**config.mk**
```make
export PLATFORM = sky130hd
export DESIGN_NAME = seg_scan
export DESIGN_NICKNAME = d
export VERILOG_FILES = /design/src/rtl/seg_scan.sv
export SDC_FILE = /design/constraint.sdc
export NUM_CORES = 1
export LEC_CHECK = 0
export BUFFER_PORTS_ARGS = -buffer_cell sky130_fd_sc_hd__buf_2
export CORE_AREA = 3 3 88 69
export DETAILED_ROUTE_END_ITERATION = 6
export DIE_AREA = 0 0 91 72
export PLACE_DENSITY = 0.82
export SKIP_LAST_GASP = 1
export SYNTH_ARGS = -nofsm -noshare
export SYNTH_HDL_FRONTEND = slang
export SYNTH_SLANG_ARGS = --single-unit
```
**constraint.sdc**
```tcl
create_clock -name Clk -period 1.7 [get_ports Clk]
set_input_delay 0.085 -clock Clk [delete_from_list [all_inputs] [get_ports Clk]]
set_output_delay 0.085 -clock Clk [all_outputs]
set_load 0.1 [all_outputs]
```
**src/rtl/seg_scan.sv**
```systemverilog
// Four-digit multiplexed segment display scanner fed from the 8051 port pins.
// Firmware latches a digit pattern once; hardware owns the refresh and blanking.
module seg_scan #(
    parameter int SHOW_CYC  = 4096,
    parameter int BLANK_CYC = 64,
    parameter int CNT_W     = 16
) (
    input  logic       Clk,
    input  logic       Reset,
    input  logic [7:0] seg_val,
    input  logic [7:0] seg_sel,
    output logic [7:0] seg_out,
    output logic [3:0] dig_en,
    output logic       frame_tick
);

    typedef enum logic [0:0] {
        ST_BLANK = 1'b0,
        ST_SHOW  = 1'b1
    } state_t;

    // A zero-length gap still spends one cycle in BLANK so digits never touch.
    localparam logic [CNT_W-1:0] BLANK_LAST = (BLANK_CYC <= 1) ? {CNT_W{1'b0}} : CNT_W'(BLANK_CYC - 1);
    localparam logic [CNT_W-1:0] SHOW_LAST  = (SHOW_CYC  <= 1) ? {CNT_W{1'b0}} : CNT_W'(SHOW_CYC - 1);
    localparam logic [CNT_W-1:0] TIMER_ONE  = {{(CNT_W-1){1'b0}}, 1'b1};

    function automatic logic [3:0] onehot4(input logic [1:0] sel);
        logic [3:0] res;
        case (sel)
            2'd0:    res = 4'b0001;
            2'd1:    res = 4'b0010;
            2'd2:    res = 4'b0100;
            2'd3:    res = 4'b1000;
            default: res = 4'b0000;
        endcase
        return res;
    endfunction

    state_t           state_r;
    state_t           state_s;
    logic [CNT_W-1:0] timer_r;
    logic [CNT_W-1:0] timer_s;
    logic [1:0]       idx_r;
    logic [1:0]       idx_s;
    logic             strobe_q_r;
    logic             write_s;
    logic [7:0]       digit_r [4];
    logic [7:0]       seg_out_s;
    logic [3:0]       dig_en_s;
    logic             frame_tick_s;
    logic             unused_sel_s;

    assign unused_sel_s = ^seg_sel[7:4];
    assign write_s      = seg_sel[3] & ~strobe_q_r;

    // Write-strobe edge detector history.
    always_ff @(posedge Clk or posedge Reset) begin
        if (Reset) begin
            strobe_q_r <= 1'b0;
        end else begin
            strobe_q_r <= seg_sel[3];
        end
    end

    // Digit pattern storage, written once per strobe rising edge.
    always_ff @(posedge Clk or posedge Reset) begin
        if (Reset) begin
            for (int i = 0; i < 4; i++) begin
                digit_r[i] <= 8'h00;
            end
        end else if (write_s) begin
            digit_r[seg_sel[1:0]] <= seg_val;
        end
    end

    // Scan sequencer state, slot timer and digit index.
    always_ff @(posedge Clk or posedge Reset) begin
        if (Reset) begin
            state_r <= ST_BLANK;
            timer_r <= {CNT_W{1'b0}};
            idx_r   <= 2'd0;
        end else begin
            state_r <= state_s;
            timer_r <= timer_s;
            idx_r   <= idx_s;
        end
    end

    // Next-state and pre-register output decode; enable gating leaves the timer running.
    always_comb begin
        state_s      = state_r;
        timer_s      = timer_r + TIMER_ONE;
        idx_s        = idx_r;
        seg_out_s    = 8'h00;
        dig_en_s     = 4'b0000;
        frame_tick_s = 1'b0;
        case (state_r)
            ST_BLANK: begin
                if (timer_r >= BLANK_LAST) begin
                    state_s = ST_SHOW;
                    timer_s = {CNT_W{1'b0}};
                end else begin
                    state_s = ST_BLANK;
                    timer_s = timer_r + TIMER_ONE;
                end
            end
            ST_SHOW: begin
                if (seg_sel[2]) begin
                    dig_en_s  = onehot4(idx_r);
                    seg_out_s = digit_r[idx_r];
                end else begin
                    dig_en_s  = 4'b0000;
                    seg_out_s = 8'h00;
                end
                if (timer_r >= SHOW_LAST) begin
                    state_s      = ST_BLANK;
                    timer_s      = {CNT_W{1'b0}};
                    idx_s        = idx_r + 2'd1;
                    frame_tick_s = (idx_r == 2'd3);
                end else begin
                    state_s      = ST_SHOW;
                    timer_s      = timer_r + TIMER_ONE;
                    idx_s        = idx_r;
                    frame_tick_s = 1'b0;
                end
            end
            default: begin
                state_s = ST_BLANK;
                timer_s = {CNT_W{1'b0}};
                idx_s   = 2'd0;
            end
        endcase
    end

    // Registered display outputs.
    always_ff @(posedge Clk or posedge Reset) begin
        if (Reset) begin
            seg_out    <= 8'h00;
            dig_en     <= 4'b0000;
            frame_tick <= 1'b0;
        end else begin
            seg_out    <= seg_out_s;
            dig_en     <= dig_en_s;
            frame_tick <= frame_tick_s;
        end
    end

endmodule

```
Word level (Yosys, flattened, before mapping)

Index checks and enable logic that the tools add are counted.

Logic and storage cells: 48
Input bits: 18
Register bits after elaboration: 65

Equality and inequality tests: 3
Bitwise logic cells: 5
Mux-type cells: 19
Add/sub/neg operators: 2
$lt $le $gt $ge: 5
Reduce and logical (&&, ||, !) cells: 3

Operators by type and width:

| kind                                                        | count |
|---|---|
| 2-to-1 mux 8 bit                                            | 5 |
| bitwise mux 32 bit                                          | 1 |
| 2-to-1 mux 16 bit                                           | 2 |
| case mux 16 bit (2 select lines)                            | 1 |
| adder 16 x 1 -> 16 bit (second input constant)              | 1 |
| binary-select mux 8 bit (select 2 bit)                      | 1 |
| demux 8 bit (select 2 bit)                                  | 1 |
| >= comparator 16 x 12 -> 1 bit (second input constant)      | 1 |
| >= comparator 16 x 6 -> 1 bit (second input constant)       | 1 |
| case mux 4 bit (4 select lines)                             | 1 |
| 2-to-1 mux 4 bit                                            | 2 |
| >= comparator 3 bit (second input constant)                 | 2 |
| NOT 2 -> 3 bit                                              | 2 |
| == test 2 bit (second input constant)                       | 2 |
| 2-to-1 mux 1 bit                                            | 4 |
| less-than comparator 3 x 1 -> 1 bit (second input constant) | 1 |
| adder 2 x 1 -> 2 bit (second input constant)                | 1 |
| == test 2 x 1 -> 1 bit (second input constant)              | 1 |
| zero test 2 bit                                             | 1 |
| NOT 1 bit                                                   | 2 |
| case mux 1 bit (2 select lines)                             | 1 |
| AND reduction 2 bit                                         | 1 |
| bitwise AND 1 bit                                           | 1 |
| logical AND 1 bit                                           | 1 |

Longest topological paths before layout

Gate-level depths: netlist of run 1.

Word-level depth: 6
Depth in mapped cells: 6
Gate-level depth less buffers: 5

Least setup slack after synthesis of run 1

OpenSTA, ideal clock, no wires.

Path type: reg2reg
From: register timer_r[0]
To: register idx_r[1]
Required time: 1.575 ns
Cell stages (with the launch flop): 6
Period minus slack after synthesis: 1.738 ns
Setup time: 0.125 ns
Path buffers: 0
Arrival time: 1.613 ns
Setup slack: -0.038 ns
Path through: dfrtp_1 ha_1 and4_1 nand4_1 a21boi_1 mux2_2

Longest elaborated chain between the ends: 2

Ends and longest elaborated chain:

| element                        | line | RTL |
|---|---|---|
| from (decl)                    | 41   | `logic [CNT_W-1:0] timer_r;` |
| from (signal assigned)         | 80   | `timer_r <= {CNT_W{1'b0}};` |
| from (signal assigned)         | 84   | `timer_r <= timer_s;` |
| >= comparator 16 x 12 -> 1 bit | 115  | `if (timer_r >= SHOW_LAST) begin` |
| AND reduction 2 bit (no line)  | n/a  |  |
| to (signal assigned)           | 85   | `idx_r <= idx_s;` |
| to (decl)                      | 43   | `logic [1:0] idx_r;` |

Every way passes these cells.
A chain may end at the register's enable or synchronous reset.

Final worst setup path of run 1

From: register timer_r[15]
To: register timer_r[1]

Longest elaborated chain between the ends: 3
Elaborated cells on any way between the ends: 5

Ends and longest elaborated chain:

| element                                                                         | line    | RTL |
|---|---|---|
| >= comparator 16 x 12 -> 1 bit or >= comparator 16 x 6 -> 1 bit (tied branches) | 115, 99 |  |
| 2-to-1 mux 16 bit (on tied branches)                                            | 115, 99 |  |
| case mux 16 bit (2 select lines) *                                              | 97      | `case (state_r)` |
| via timer_s[1]                                                                  | 42      | `logic [CNT_W-1:0] timer_s;` |

The timed path passes the listed nets; every way through them passes the cells marked *.

==> impl_metrics.ini, run 1 <==
[status]
status = complete, but fails checks
violations = negative setup slack

[sta]
finalHoldViolCount = 0
setup_viol = 13
period_share_pct = 107
clock.fmax_mhz = 552
slew_headroom_pct = 65.2
tightest_slew_ns = 0.523
slew_viol_final = 0
min_period_ns = 1.81
fin_ws_ns = -0.111
rsz0062_at_grt = true
finClkSkew_ns = 0.00374

[critical_path]
cp_data_arrival_time_ns = 2.08
critPathSlowestCell = or4_4
cpPeakStageDelay_ns = 0.55
cp_top_family = simple AND/OR/NAND/NOR gates
critical_path_buf_inv_count = 1
cp-end-kind = flip-flop
start_kind = flip-flop
worstPathCellList = or4_4 -> a2111oi_4 -> buf_4 -> a31oi_4 -> and2b_1
cp_data_required_time_ns = 1.97
crit_type = reg2reg
path_max_fanout = 6

[detailed_routing]
ant_nets = 0
vias = 1759
dr.pass1.iters = 4
wire_per_inst_um = 17.1
avgViaCountPerCell = 5.30
first_iter_violations = 131
drc_errors = 0
finalWirelength_um = 5680

[yosys]
synth.most_common_cell = dfrtp_1
ys_seq_elements = 65
synth_warnings = 0
synth_top_cell_by_area = dfrtp_1
ys.flop_type = dfrtp_1
netlist_top_cells_area = dfrtp_1 (60%), mux2_2 (14%), mux4_2 (6.6%)
yosysUniqueCellTypes = 29
syn_avg_cell_area_um2 = 14.8
netlist_instances = 184
synth_edf_count = 0
synth_seq_area_share_pct = 59.6
synth_top_area_share_pct = 59.6
async_flop_share_pct = 100
syn_area_um2 = 2730
synth_common_cells = dfrtp_1 (65), mux2_2 (33), and3_1 (12), nor2_1 (12), xor2_1 (9)

[die]
ios = 31
core_area_um2 = 5300
fp-row-count = 23
initial_core_util_pct = 51.5
dieArea_um2 = 6550
die_h_um = 72
die_w_um = 91

[final_layout]
nets = 276
final_cell_count_no_fill = 332
num_antenna_cells = 0
area_delta_synth_final_pct = 26.7
fillers = 397
fin_util_pct = 65.3
drive_gt1_share_pct = 48.2

[clocking]
numCtsBuffers = 9
insertion_delay_ns = 0.33
cts_sinks = 65
path_clk_slew_ns = 0.06
cts_tree = built
root_buffer = clkbuf_8
cts_buffer_depth = 2
cts_max_level = 3

[pwr]
powerDensity_nw_per_um2 = 1410
leakagePower_nw = 1.65
ir_worst_vdd_uv = 438
seq_power_share_pct = 41.2
p_int_mw = 3.21
switchingPower_mw = 1.65
clkPwrFrac_pct = 26.2
combPwrFrac_pct = 32.6
netSwitchingFraction_pct = 33.9

[global_route]
grt_max_degree = 44
grt_pass1_wl_um = 9400
grt_remaining_overflow = 0
grt_use_total_pct = 18.9
grt_pass1_vias = 1857
grt_antenna_before_repair = 0

[placement]
dp_hpwl_um = 3550
port_buffers = 26
dp.cells = 305
routabilityCongestion = 0.899

[job]
maxCapViolCount = 0

[hold_path]
hold_path_class = in2reg
-- kinds of logic (layout without fill, tap and decap cells) --
| logic type | count (synthesis) | count (layout) | synth area share (%) |
|---|---|---|---|
| AND/OR/NAND/NOR | 48 | 48 | 10.8 |
| AO/OA/AOI/OAI | 3 | 4 | 1.74 |
| multiplexers | 41 | 41 | 20.2 |
| other | 1 | 4 | 0.137 |
| flip-flops | 65 | 65 | 59.6 |
| adder cells (fa/ha/maj) | 5 | 5 | 2.29 |
| buffers and inverters | 10 | 79 | 1.70 |
| XOR/XNOR | 11 | 11 | 3.53 |
-- layer usage --
layer  GRT usage (%)  part of all wire [%]  up-vias
met2            30.4                    49       42
met1            24.0                    45      905
li1                -                     -      802
met3            6.22                   4.3       10
met5               0                     0        -
met4            7.53                   1.8        0
-- placed cells by master (no fill, tap or decap), types with 4 or more instances in the layout --
master,netlist,layout
dfrtp_1,65,65
mux2_2,33,32
buf_4,0,31
buf_2,1,26
nor2_1,12,12
and3_1,12,12
clkbuf_8,0,11
xor2_1,9,9
mux4_2,8,8
nand4_1,4,4
nand3_1,4,4
ha_1,5,4
conb_1,1,4
-- registers in the layout, indices dropped and copies added (netlist names) --
signal      cells
dig_en          4
digit_r        32
frame_tick      1
idx_r           2
seg_out         8
state_r         1
strobe_q_r      1
timer_r        16
-- final timing paths --
kind	startpoint	cells past startpoint	slack, ns	end
worst min register to register	digit_r[5]	1	0.50	digit_r[5]
max in group asynchronous	Reset	4	0.81	seg_out[2]
min in group asynchronous	Reset	3	0.33	dig_en[2]
worst max-delay path	timer_r[15]	5	-0.11	timer_r[1]
worst min-delay path	seg_val[3]	2	0.03	digit_r[27]
worst max register to register	timer_r[15]	5	-0.11	timer_r[1]
-- metrics by stage --
| stage | power, mW | area, um2 | setup TNS, ns | setup WS (ns) | hold slack, ns |
|---|---|---|---|---|---|
| floorplan | 3.18 | 2750 | 0 | 0.0119 | 0.116 |
| global placement | 3.50 | 3140 | -0.0636 | -0.0636 | 0.147 |
| detailed placement | 3.56 | 3140 | -0.346 | -0.119 | 0.150 |
| CTS | 4.87 | 3400 | -0.144 | -0.0845 | 0.0135 |
| global route | 5.10 | 3460 | -1.11 | -0.161 | 0.0179 |
| finish | 4.86 | 3460 | -0.602 | -0.111 | 0.0265 |
-- worst register-to-register path, delay by kind of cell (launching register included) --
family	cells	cell delay [ns]
AND/OR/NAND/NOR	2	0.79
AO/OA/AOI/OAI	2	0.38
buffers and inverters	1	0.19
flip-flops	1	0.39
-- power groups by stage --
stage               Combinational (mW)  Sequential [mW]  Clock (mW)
global route                      1.68             2.04        1.38
CTS                               1.56             2.00        1.30
finish                            1.59             2.00        1.27
floorplan                        0.680             2.50           0
global placement                  1.49             2.01           0
detailed placement                1.53             2.03           0
-- timing repair --
item,CTS,global route
gates resized for setup,2,4
cloned,1,0
hold buffers,2,0
pin swaps,9,5
setup buffers,3,6
hold endpoints to repair,23,0
setup endpoints to repair,12,13
-- area by class of cell --
| class | instances | area [um2] | area share, % |
|---|---|---|---|
| sequential | 65 | 1630 | 47.0 |
| multi-input combinational | 113 | 1100 | 31.9 |
| timing repair buffer | 61 | 423 | 12.2 |
| clock buffer | 12 | 155 | 4.49 |
| tap | 75 | 93.8 | 2.71 |
| clock inverter | 3 | 40.0 | 1.16 |
| inverter | 3 | 15.0 | 0.434 |
(Power assumes the default switching activity.)
==> run 2: changes to the inputs <==
==> constraint.sdc (replaced) <==
create_clock -name Clk -period 1.7 [get_ports Clk]
set_input_delay 0.425 -clock Clk [delete_from_list [all_inputs] [get_ports Clk]]
set_output_delay 0.425 -clock Clk [all_outputs]
set_load 0.1 [all_outputs]
==> run 2 against run 1 <==
The flow still finishes with violations (negative setup slack). Power fell by 2.5%. Die area unchanged. Non-clock buffer count fell by 5. First-iteration DRC count decreased by 50%. Routed wire length fell by 12%. Core utilization is 0.90 points lower. Worst hold slack improved by 0.085 ns. Clock power is 5% lower. Critical path depth is the same. Combinational power shrank 4%. Clock-buffer cell count fell by 1. Cell count fell by 1.8%.
==> impl_metrics.ini, run 2 (synthesis gave the netlist of run 1 again) <==
[die]
die_w_um = 91
core_area_um2 = 5300
die_h_um = 72
dieArea_um2 = 6550
ios = 31
initial_core_util_pct = 51.5
fp-row-count = 23

[pwr]
switchingPower_mw = 1.60
combPwrFrac_pct = 32.2
netSwitchingFraction_pct = 33.7
clkPwrFrac_pct = 25.6
ir_worst_vdd_uv = 539
leakagePower_nw = 1.62
p_int_mw = 3.14
powerDensity_nw_per_um2 = 1390
seq_power_share_pct = 42.3

[global_route]
grt_max_degree = 26
grt_pass1_wl_um = 8870
grt_antenna_before_repair = 0
grt_remaining_overflow = 0
grt_pass1_vias = 1809
grt_use_total_pct = 17.7

[placement]
dp.cells = 307
port_buffers = 26
dp_hpwl_um = 3410
placed_cell_area_um2 = 3170
routabilityCongestion = 0.864

[detailed_routing]
vias = 1687
finalWirelength_um = 4980
avgViaCountPerCell = 5.17
first_iter_violations = 66
dr.pass1.iters = 4
drc_errors = 0
ant_nets = 0
wire_per_inst_um = 15.3

[critical_path]
cp_top_family = simple AND/OR/NAND/NOR gates
cp_data_arrival_time_ns = 2.04
cp_data_required_time_ns = 1.97
path_max_fanout = 6
reg2reg_depth = 5
crit_type = reg2reg
cp-end-kind = flip-flop
reg2reg_slack_ns = -0.07
critical_path_buf_inv_count = 1
critPathSlowestCell = or4_4
r2r_start = timer_r[10]
cpPeakStageDelay_ns = 0.55
worstPathCellList = or4_4 -> a2111oi_4 -> buf_4 -> a31oi_4 -> and2b_1
start_kind = flip-flop
r2r_end = timer_r[1]

[final_layout]
final_cell_count_no_fill = 326
final_area_um2 = 3410
area_delta_synth_final_pct = 25.0
drive_gt1_share_pct = 47.4
num_antenna_cells = 0
final_cell_mix = dfrtp_1 (65), mux2_2 (33), buf_4 (27)
reg_top3 = digit_r (32), timer_r (16), seg_out (8)
largest_reg_flops = 32
fillers = 386
nets = 271
final_common_cell = dfrtp_1
top_register = digit_r

[clocking]
cts_buffer_depth = 2
insertion_delay_ns = 0.33
cts_max_level = 3
cts_sinks = 65
cts_hold_buf = 0
cts_tree = built
numCtsBuffers = 9
root_buffer = clkbuf_8
path_clk_slew_ns = 0.06

[sta]
finalHoldViolCount = 0
rsz0062_at_grt = true
setup_viol = 9
fin_ws_ns = -0.0668
period_share_pct = 104
hold_ws_ns = 0.112
clock.fmax_mhz = 566
slew_viol_final = 0
min_period_ns = 1.77
tns_ns = -0.199
tightest_slew_ns = 0.511
finClkSkew_ns = 0.00675
slew_headroom_pct = 65.9

[hold_path]
hold_path_class = in2async

[job]
maxCapViolCount = 0

[status]
status = complete, but fails checks
violations = negative setup slack
run 2: cell count changes in the layout (fill, tap and decap cells not counted):
cell and delta:
buf_4 -4, dlygate4sd3_1 -2, buf_12 +1, clkbuf_8 -1, clkinv_2 -1, clkinvlp_4 +1
ha_1 +1, ha_2 -1, mux2_2 +1, mux2_4 -1
run 2: layout make-up:
class	count	area [um2]	share of cell area, %
well taps	75	93.8	2.75
multi-input cells	113	1100	32.2
clock inverters	3	42.5	1.25
repair buffers	56	393	11.5
clock buffers	11	141	4.15
flip-flops and latches	65	1630	47.7
inverters	3	15.0	0.440
run 2: per-layer routing:
| layer | GRT usage (%) | part of all wire (%) | wire length (um) | up-vias |
|---|---|---|---|---|
| met1 | 22.7 | 46 | 2310 | 847 |
| met3 | 5.18 | 4.4 | 220 | 7 |
| met5 | 0 | 0 | 0 | - |
| met4 | 8.03 | 1.3 | 64 | 0 |
| met2 | 28.3 | 48 | 2390 | 41 |
| li1 | - | - | - | 792 |
run 2: worst register-to-register path, cell delays in order, from the launching register on:
cell and delay (ns):
dfrtp_1 0.38, or4_4 0.55, a2111oi_4 0.32, buf_4 0.19
a31oi_4 0.06, and2b_1 0.21
run 2: what timing repair did:
item	CTS	global route
gates cloned	1	0
gates resized for setup	1	2
buffers inserted	3	1
pin swaps	11	3
setup endpoints to repair	13	14
run 2: worst max path at each step:
stage / start / to / slack, ns / depth (start not counted)
global route: timer_r[10] / timer_r[1] / -0.12 / 5
detailed placement: timer_r[0] / timer_r[1] / -0.14 / 6
floorplan: timer_r[0] / idx_r[1] / 0.01 / 5
finish: timer_r[10] / timer_r[1] / -0.07 / 5
global placement: timer_r[14] / timer_r[1] / -0.08 / 4
CTS: timer_r[13] / timer_r[1] / -0.06 / 5
run 2: power by group through the flow:
stage | clock network [mW] | registers (mW) | logic, mW
CTS | 1.25 | 2.00 | 1.53
detailed placement | 0 | 2.03 | 1.51
global route | 1.33 | 2.04 | 1.62
global placement | 0 | 2.01 | 1.49
floorplan | 0 | 2.50 | 0.680
finish | 1.21 | 2.00 | 1.52
run 2: per-stage QoR:
stage | utilization (%) | setup slack [ns] | power [mW]
3_5_place_dp | 59.9 | -0.143 | 3.54
3_3_place_gp | 59.9 | -0.0846 | 3.50
5_1_grt | 64.4 | -0.122 | 4.99
4_1_cts | 64.2 | -0.0635 | 4.77
6_report | 64.4 | -0.0668 | 4.74
2_1_floorplan | - | 0.0119 | 3.18
==> run 3: changes to the inputs <==
CORE_AREA = 3 3 106 83   (was 3 3 88 69)
DIE_AREA = 0 0 109 86   (was 0 0 91 72)
PLACE_DENSITY = 0.62   (was 0.82)
TNS_END_PERCENT = 50   (was unset)
==> run 3 against run 2 <==
The run still ends with negative setup slack left. Sequential share of layout area is 0.24 points lower. Sequential cell count stayed put. Cell area is 0.51% higher. Largest cell class unchanged.
==> impl_metrics.ini, run 3 (synthesis gave the netlist of run 1 again) <==
[status]
status = complete, but fails checks
violations = negative setup slack

[critical_path]
cp-end-kind = flip-flop
cp_data_arrival_time_ns = 2.04
cp_data_required_time_ns = 1.97
path_max_fanout = 6
crit_cells = 5
critical_path_buf_inv_count = 1
reg2reg_slack_ns = -0.08
worstPathCellList = or4_4 -> a2111oi_4 -> buf_4 -> a31oi_4 -> and2b_1
crit_start = timer_r[12]
r2r_end = timer_r[1]
r2r_start = timer_r[12]
endpoint = timer_r[1]
cpPeakStageDelay_ns = 0.51
reg2reg_depth = 5
cp_top_family = simple AND/OR/NAND/NOR gates
start_kind = flip-flop
critPathSlowestCell = or4_4
crit_type = reg2reg

[global_route]
grt_antenna_before_repair = 0
grt_pass1_wl_um = 8790
grt_remaining_overflow = 0
grt_use_total_pct = 12.4
grt_max_degree = 32
grt_pass1_vias = 1724

[detailed_routing]
dr.pass1.iters = 4
finalWirelength_um = 5240
first_iter_violations = 73
wire_per_inst_um = 14.8
ant_nets = 0
avgViaCountPerCell = 4.63
drc_errors = 0
vias = 1645

[placement]
dp_slack_ns = -0.0968
routabilityCongestion = 0.739
port_buffers = 26
dp_hpwl_um = 3400

[die]
ios = 31
initial_core_util_pct = 34.9
core_area_um2 = 7810
die_h_um = 86
die_w_um = 109
fp-row-count = 28
dieArea_um2 = 9370

[final_layout]
final_common_cell = dfrtp_1
multi_input_area_um2 = 1110
reg_top3 = digit_r (32), timer_r (16), seg_out (8)
final_cell_mix = dfrtp_1 (65), mux2_2 (33), buf_4 (28)
drive_gt1_share_pct = 46.8
regArea_um2 = 1630
largest_reg_flops = 32
top_register = digit_r
fillers = 685
num_antenna_cells = 0
area_delta_synth_final_pct = 25.6
nets = 271

[sta]
finClkSkew_ns = 0.00578
slew_viol_final = 0
period_share_pct = 104
hold_ws_ns = 0.0698
clock.fmax_mhz = 563
setup_viol = 9
min_period_ns = 1.78
rsz0062_at_grt = true
finalHoldViolCount = 0
fin_ws_ns = -0.0751

[clocking]
cts_buffer_depth = 2
numCtsBuffers = 9
insertion_delay_ns = 0.33
cts_hold_buf = 0
cts_max_level = 3
path_clk_slew_ns = 0.06
cts_sinks = 65
root_buffer = clkbuf_8
cts_tree = built

[pwr]
powerDensity_nw_per_um2 = 1350
leakagePower_nw = 1.61
ir_worst_vdd_uv = 555

[job]
maxCapViolCount = 0

[hold_path]
hold_path_class = in2async
## run 3: changes by cell type in the layout (fill, tap and decap cells not counted), sizes merged
| cell | change |
|---|---|
| clkinv | -1 |
| clkbuf | +2 |
| clkinvlp | -1 |
| bufinv | -1 |
## run 3: timing repair
item                       4_1_cts  5_1_grt
gates cloned                     1        0
setup endpoints to repair       12       16
pin swaps                        3        3
setup buffers                    3        1
gates resized for setup          2        2
## run 3: worst min-delay path by stage
stage,depth (start not counted),slack [ns],endpoint,startpoint
3_5_place_dp,2,0.42,dig_en[3],Reset
5_1_grt,2,0.08,dig_en[3],Reset
4_1_cts,2,0.06,dig_en[3],Reset
3_3_place_gp,2,0.42,frame_tick,Reset
6_report,2,0.07,dig_en[3],Reset
2_1_floorplan,1,0.44,timer_r[0],timer_r[0]
## run 3: report_power, final
part / total, mW / internal [mW] / leakage (nW) / switching [mW]
clock network: 1.13 / 0.625 / 0.0875 / 0.508
logic: 1.50 / 0.604 / 0.701 / 0.896
registers: 2.01 / 1.83 / 0.820 / 0.181
total: 4.64 / 3.06 / 1.61 / 1.59
## run 3: metrics by stage
| step | instances | utilization [%] | TNS (ns) | instance area [um2] | power, mW |
|---|---|---|---|---|---|
| after floorplan | 187 | - | -0.0381 | 2740 | 3.18 |
| after global placement | 337 | 40.8 | -0.127 | 3190 | 3.52 |
| after detailed placement | 337 | 40.8 | -0.245 | 3190 | 3.54 |
| after CTS | 354 | 43.6 | -0.0996 | 3410 | 4.70 |
| after global routing | 355 | 43.9 | -0.961 | 3430 | 4.91 |
| final | 355 | 43.9 | -0.217 | 3430 | 4.64 |
## run 3: metal layers
layer	wire, um	GRT usage (%)	up-vias
met5	0	0	-
met4	37	3.78	0
met3	225	4.51	5
met2	2470	18.6	29
met1	2510	16.7	820
li1	-	-	791
## run 3: final cells by class
type	instances	area share [%]
Inverter	3	0.438
Tap cell	105	3.83
Timing Repair Buffer	56	11.1
Sequential cell	65	47.4
Multi-Input combinational cell	113	32.3
Clock buffer	13	4.93
